**src/rtl/pipeline_hazard_ctrl.sv**
```systemverilog
// Hazard/sequencing controller for a 5-stage pipeline: load-use stalls, execute-stage
// redirect flushes, dmem wait freezes, saturating perf counters and a sticky timeout flag.
module pipeline_hazard_ctrl #(
  parameter int CNT_W       = 32,
  parameter int MEM_TIMEOUT = 64
) (
  input  logic             clk,
  input  logic             rst,
  input  logic [4:0]       addr_rs1_d,
  input  logic [4:0]       addr_rs2_d,
  input  logic             rs1_used_d,
  input  logic             rs2_used_d,
  input  logic [4:0]       rd_x,
  input  logic             regwrite_x,
  input  logic             is_load_x,
  input  logic             redirect_x,
  input  logic             dmem_req_m,
  input  logic             dmem_ready_m,
  output logic             stall_fd,
  output logic             kill_fd,
  output logic             bubble_dx,
  output logic             stall_all,
  output logic             err_timeout,
  output logic [CNT_W-1:0] stall_cnt,
  output logic [CNT_W-1:0] flush_cnt
);

  localparam int WC_W = $clog2(MEM_TIMEOUT + 1);

  typedef enum logic {RUN = 1'b0, MEM_WAIT = 1'b1} state_e;

  state_e            state_q, state_d;
  logic [WC_W-1:0]   wait_cnt_q, wait_cnt_d;
  logic              err_timeout_q, err_timeout_d;
  logic [CNT_W-1:0]  stall_cnt_q, stall_cnt_d;
  logic [CNT_W-1:0]  flush_cnt_q, flush_cnt_d;
  logic              load_use_s;
  logic              mem_wait_s;

  // x0 is hardwired zero, so a load targeting it can never create a hazard.
  assign load_use_s = is_load_x && regwrite_x && (rd_x != 5'd0) &&
                      ((rs1_used_d && (addr_rs1_d == rd_x)) ||
                       (rs2_used_d && (addr_rs2_d == rd_x)));
  assign mem_wait_s = dmem_req_m && !dmem_ready_m;

  always_ff @(posedge clk or posedge rst) begin
    if (rst) begin
      state_q       <= RUN;
      wait_cnt_q    <= '0;
      err_timeout_q <= 1'b0;
      stall_cnt_q   <= '0;
      flush_cnt_q   <= '0;
    end else begin
      state_q       <= state_d;
      wait_cnt_q    <= wait_cnt_d;
      err_timeout_q <= err_timeout_d;
      stall_cnt_q   <= stall_cnt_d;
      flush_cnt_q   <= flush_cnt_d;
    end
  end

  always_comb begin
    state_d       = state_q;
    wait_cnt_d    = wait_cnt_q;
    err_timeout_d = err_timeout_q;
    case (state_q)
      RUN: begin
        if (mem_wait_s) begin
          state_d    = MEM_WAIT;
          wait_cnt_d = WC_W'(1);
        end else begin
          state_d    = RUN;
        end
      end
      MEM_WAIT: begin
        // A dropped request is treated the same as a completed one.
        if (!dmem_req_m || dmem_ready_m) begin
          state_d    = RUN;
          wait_cnt_d = '0;
        end else begin
          if (wait_cnt_q == WC_W'(MEM_TIMEOUT - 1)) begin
            err_timeout_d = 1'b1;
          end else begin
            err_timeout_d = err_timeout_q;
          end
          if (wait_cnt_q < WC_W'(MEM_TIMEOUT)) begin
            wait_cnt_d = wait_cnt_q + WC_W'(1);
          end else begin
            wait_cnt_d = wait_cnt_q;
          end
        end
      end
      default: begin
        state_d    = RUN;
        wait_cnt_d = '0;
      end
    endcase
  end

  // Outputs are forced low while reset is held so nothing leaks out mid-reset.
  always_comb begin
    stall_fd  = 1'b0;
    kill_fd   = 1'b0;
    bubble_dx = 1'b0;
    stall_all = 1'b0;
    if (rst) begin
      stall_fd  = 1'b0;
    end else if (state_q == MEM_WAIT || mem_wait_s) begin
      stall_all = 1'b1;
      stall_fd  = 1'b1;
    end else if (redirect_x) begin
      kill_fd   = 1'b1;
      bubble_dx = 1'b1;
    end else if (load_use_s) begin
      stall_fd  = 1'b1;
      bubble_dx = 1'b1;
    end else begin
      stall_fd  = 1'b0;
    end
  end

  always_comb begin
    stall_cnt_d = stall_cnt_q;
    flush_cnt_d = flush_cnt_q;
    if ((stall_fd || stall_all) && (stall_cnt_q != {CNT_W{1'b1}})) begin
      stall_cnt_d = stall_cnt_q + CNT_W'(1);
    end else begin
      stall_cnt_d = stall_cnt_q;
    end
    if (kill_fd && (flush_cnt_q != {CNT_W{1'b1}})) begin
      flush_cnt_d = flush_cnt_q + CNT_W'(1);
    end else begin
      flush_cnt_d = flush_cnt_q;
    end
  end

  assign err_timeout = err_timeout_q;
  assign stall_cnt   = stall_cnt_q;
  assign flush_cnt   = flush_cnt_q;

endmodule

```
**config.mk**
```make
export PLATFORM = sky130hd
export DESIGN_NAME = pipeline_hazard_ctrl
export DESIGN_NICKNAME = d
export VERILOG_FILES = /design/src/rtl/pipeline_hazard_ctrl.sv
export SDC_FILE = /design/constraint.sdc
export NUM_CORES = 1
export LEC_CHECK = 0
export ABC_AREA = 1
export CAP_MARGIN = 20
export CORE_MARGIN = 2
export CORE_UTILIZATION = 50
export DETAILED_ROUTE_END_ITERATION = 10
export GPL_ROUTABILITY_DRIVEN = 0
export PLACE_DENSITY_LB_ADDON = 0.1
export SYNTH_ARGS = -nofsm -noshare
export SYNTH_HDL_FRONTEND = slang
export SYNTH_SLANG_ARGS = --single-unit
export TNS_END_PERCENT = 1
```
**constraint.sdc**
```tcl
create_clock -name clk -period 10.58 [get_ports clk]
set_input_delay 3.174 -clock clk [delete_from_list [all_inputs] [get_ports clk]]
set_output_delay 3.174 -clock clk [all_outputs]
set_load 0.02 [all_outputs]
```
After elaboration in Yosys (flattened, before gate mapping)
Index checks and enable logic that the tools add are counted.
{"block": "totals", "register_bits": 73, "in_bits": 24, "output_inout_bits": 69, "word_cells": 54}
{"block": "op_classes", "add_sub_neg": 3, "order_cmp": 1, "eq_ne": 7, "muxes": 19, "bitwise_logic": 2, "n_reduce_logical": 17}
{"cell": "$add 32x1->32 const B", "n": 2}
{"cell": "$ne 32x32->1 const B", "n": 2}
{"cell": "$mux 7", "n": 3}
{"cell": "$mux 1", "n": 14}
{"cell": "$pmux 7 s2", "n": 1}
{"cell": "$eq 5x5->1", "n": 2}
{"cell": "$logic_and 1x1->1", "n": 8}
{"cell": "$add 7x1->7 const B", "n": 1}
{"cell": "$eq 7x6->1 const B", "n": 1}
{"cell": "$lt 7x7->1 const B", "n": 1}
{"cell": "$reduce_bool 5->1", "n": 1}
{"cell": "$logic_or 1x1->1", "n": 4}
{"cell": "$ne 3x1->1 const B", "n": 1}
{"cell": "$reduce_and 3->1", "n": 1}
{"cell": "$logic_not 1->1", "n": 2}
{"cell": "$ne 2x2->1 const B", "n": 1}
{"cell": "$not 1->1", "n": 2}
{"cell": "$pmux 1 s2", "n": 1}
{"cell": "$reduce_and 2->1", "n": 1}

Depth between registers and ports, before layout
{"block": "logic_depth", "depth_word": 10, "depth_mapped": 12, "ltp_nobuf": 12}

Least setup slack after synthesis
No wires, ideal clock.
{"block": "synth_path", "path_kind": "input-to-output", "start": "input port rst", "end": "output port bubble_dx", "arrival_ps": 5368, "required_ps": 7406, "slack_ps": 2038, "path_stages": 3, "n_path_buf": 0, "cell_sequence": "inv_1 -> nand2_1 -> a21oi_1"}
{"block": "synth_between", "elab_chain_cells": 1}
{"item": "start, declared", "line": "8", "text": "input logic rst,"}
{"item": "$mux 1", "line": "106", "text": "if (rst) begin"}
{"item": "end, declared", "line": "21", "text": "output logic bubble_dx,"}
Every way passes these cells.

Worst setup path after layout
{"block": "layout_path", "start": "input port dmem_req_m", "end": "output port stall_fd"}
{"block": "layout_between", "elab_chain_cells": 4}
{"item": "start, declared", "line": "17", "text": "input logic dmem_req_m,"}
{"item": "$logic_and 1x1->1", "line": "44", "text": "assign mem_wait_s = dmem_req_m && !dmem_ready_m;"}
{"item": "$logic_or 1x1->1", "line": "108", "text": "end else if (state_q == MEM_WAIT || mem_wait_s) begin"}
{"item": "$mux 1", "line": "108"}
{"item": "$mux 1", "line": "106"}
{"item": "end, declared", "line": "19", "text": "output logic stall_fd,"}
Every way passes these cells.

==> results by group <==
Run status
  • Outcome: finished clean

STA
  • Slew at the pin closest to its max-slew limit: 921 ps
  • RSZ-0062 raised after global routing: false
  • Final Hold Fails: 0
  • Normalized max-slew margin: 0.386
  • Fin crit period: 8680 ps
  • Final Cycle Share: 0.820
  • Final-report max-slew violation count: 0
  • TNS Setup: 0 ps
  • Final-report setup violation count: 0
  • Final Skew: 9.30 ps
  • Fmax: 115 MHz

Critical path
  • Slowest cell on crit path: clkdlybuf4s50_1
  • Crit Path Class: in -> out
  • Worst path max stage delay: 740 ps
  • Worst EP arrival: 5500 ps
  • Reg2reg start: stall_cnt[0]
  • Reg-to-reg setup timing slack: 8090 ps
  • Crit start category: primary input
  • Worst reg2reg path depth: 11
  • Crit path buf inv count: 6
  • Most used cell, CP: inv_1
  • Crit end category: output pin
  • CP startpoint: dmem_req_m
  • Critical path's top delay family: buffers and inverters
  • Crit path required time: 7410 ps
  • CP Cell Sequence: clkdlybuf4s50_1, inv_1, nor2_1, inv_1, nand2_1, inv_1, nor2_1, inv_1, nand2_2, clkdlybuf4s50_1
  • Critical path fanouts, max: 34
  • WP depth: 10

Die
  • DIE HEIGHT: between 100 and 150 µm
  • Die width: 102 µm
  • Core area: 0.00928 mm²
  • Starting Density: 0.516
  • Cell Rows: 35
  • Die area: 0.0104 mm²
  • IO Pins: 93

CTS
  • Post-CTS Setup Bufs: 0
  • # resized after CTS: 0
  • CTS tree: done
  • CTS clk-pin slew, worst paths: 80 ps
  • Hold Buf Count CTS: 0
  • Total CTS buffers: 9
  • Longest Clk Path Bufs: 2
  • Clk_lat worst skew: between 300 and 400 ps
  • CTS sink cnt: 73
  • H-tree depth: 3
  • CTS root buf: clkbuf_8

Drt
  • DR iter-0 viols: approximately 240
  • Via count: 4772
  • First-pass detailed-route iteration total: 5
  • WL per Instance: 12.7 µm
  • Final WL: about 12000 µm
  • DRC Markers: 0
  • Post-DR vias/cell: 5.07
  • Post-DRT Antenna Nets: 0

Synthesis
  • Synth Warn #: 0
  • #FFs+latches synth: 73
  • Number of synthesized flops with an enable pin: 0
  • Post-Syn Nets: 745
  • Ys async rst share: 1.00
  • Post-synthesis sequential area ratio: 0.381
  • Distinct cells, synth: 28
  • Syn_area_per_cell: 6.68 µm²
  • Prevailing post-synth register cell: dfrtp_1
  • Cells after Synth: 718
  • Cell area after synthesis: 0.00479 mm²

Min path
  • Class of the worst hold path: reg -> reg
  • Worst hold path depth: 2
  • Hold path startpoint: err_timeout

Global routing
  • Initial antenna violation count: 0
  • Largest net degree at the start of global routing: 74
  • Number of global-route vias before repair: 4639
  • Global route overflow: 0
  • Total GRT Usage: 0.248
  • First-pass GRT wire length: approximately 20000 µm

Cells and area
  • Area Growth Syn to Fin: 24.3%
  • Final layout net count: 836
  • Sequential Area: between 0.0015 and 0.002 mm²
  • Final core utilization: 0.642
  • Filler cell count: between 800 and 900
  • Multi-input gate area: ~0.0026 mm²
  • ANT cells: 0
  • Share of cells above drive strength 1: 0.0357

Placed design
  • DP Wirelength: between 9000 and 10000 µm
  • Port Buf Inserts: 92

Flow run
  • Max-Cap Viols: 0

Power and ir drop
  • Peak VDD IR: approximately 0.00013 V
  • Static Leak: 2.82 nW
  • P per Cell Area: 114 mW/mm²
registers in the layout (all words and copies together), names as in the netlist:
name         count
flush_cnt       32
err_timeout      1
state_q          1
stall_cnt       32
wait_cnt_q       7
path summary, 6_finish.rpt:
kind,to
max,stall_fd
min,err_timeout
max reg2reg,stall_cnt[17]
min reg2reg,err_timeout
max in group asynchronous,stall_cnt[5]
min in group asynchronous,wait_cnt_q[2]
cell usage in the layout, fill, tap and decap left out, types with 2 or more instances in the layout:
cell type        netlist  final
inv_2                  2      3
xnor2_1               10     10
nand3_1               56     56
o21ai_0                5      5
nand3b_1              12     12
nor3_1                20     20
dfrtp_1               73     73
xor2_1                35     35
clkdlybuf4s50_1        0     92
nand2_2                4      4
nor2_2                 2      2
nand2_1              282    282
nand4_1                8      8
o21ai_1                8      8
o22ai_1                2      2
clkinv_2               0      4
nor2_1                98     98
inv_1                 72     71
clkbuf_8               0     10
a21oi_1                6      6
ha_1                   3      3
cells by family after synthesis:
logic type,after synthesis,share of synthesized area
buffers and inverters,87,0.0760
adder cells (fa/ha/maj),3,0.00783
flip-flops,73,0.381
AND/OR/NAND/NOR,488,0.429
AO/OA/AOI/OAI,22,0.0243
XOR/XNOR,45,0.0822
routing by layer:
metal / global-route usage / vias to the layer above / wire (µm)
li1: - / 2417 / -
met1: 0.301 / 2188 / 5130
met2: 0.432 / 139 / 5960
met3: 0.0342 / 28 / 501
met4: 0.127 / 0 / 413
met5: 0 / - / 0
where the power goes:
| group | internal, W | leakage [nW] | switching (W) |
|---|---|---|---|
| combinational | 0.0000688 | 1.75 | 0.0000862 |
| sequential | 0.000300 | 0.981 | 0.0000323 |
| clock | 0.0000888 | 0.0887 | 0.000105 |
layout make-up:
cell class,count,share of cell area
tap,129,0.0271
clock inverter,4,0.00336
multi-input combinational,558,0.437
timing repair buffer,93,0.156
inverter,74,0.0466
sequential,73,0.307
clock buffer,11,0.0237
synth_stat cells (4+ instances only):
master      n  area, µm²
nand2_1   282       1060
nor2_1     98        368
dfrtp_1    73       1830
inv_1      72        270
nand3_1    56        280
xor2_1     35        307
nor3_1     20        100
nand3b_1   12       90.1
xnor2_1    10       87.6
buf_2       9       45.0
nand4_1     8       50.1
o21ai_1     8       40.0
a21oi_1     6       30.0
o21ai_0     5       25.0
nand2_2     4       25.0
metrics by stage:
step	cell area (µm²)	cells	total power, W	hold slack [ps]	worst slack [ps]
detailed placement	5800	927	0.000493	459	1880
global route	5960	942	0.000718	511	1740
finish	5960	942	0.000682	479	1900
CTS	5960	942	0.000689	479	1890
global placement	5800	927	0.000489	446	1960
floorplan	4790	718	0.000421	455	2040
tightest hold or removal path: cells and delay by family (launching register included):
family,cells,cell delay [ps]
flip-flops,1,360
AND/OR/NAND/NOR,1,50
buffers and inverters,1,40
(Power assumes the default switching activity.)
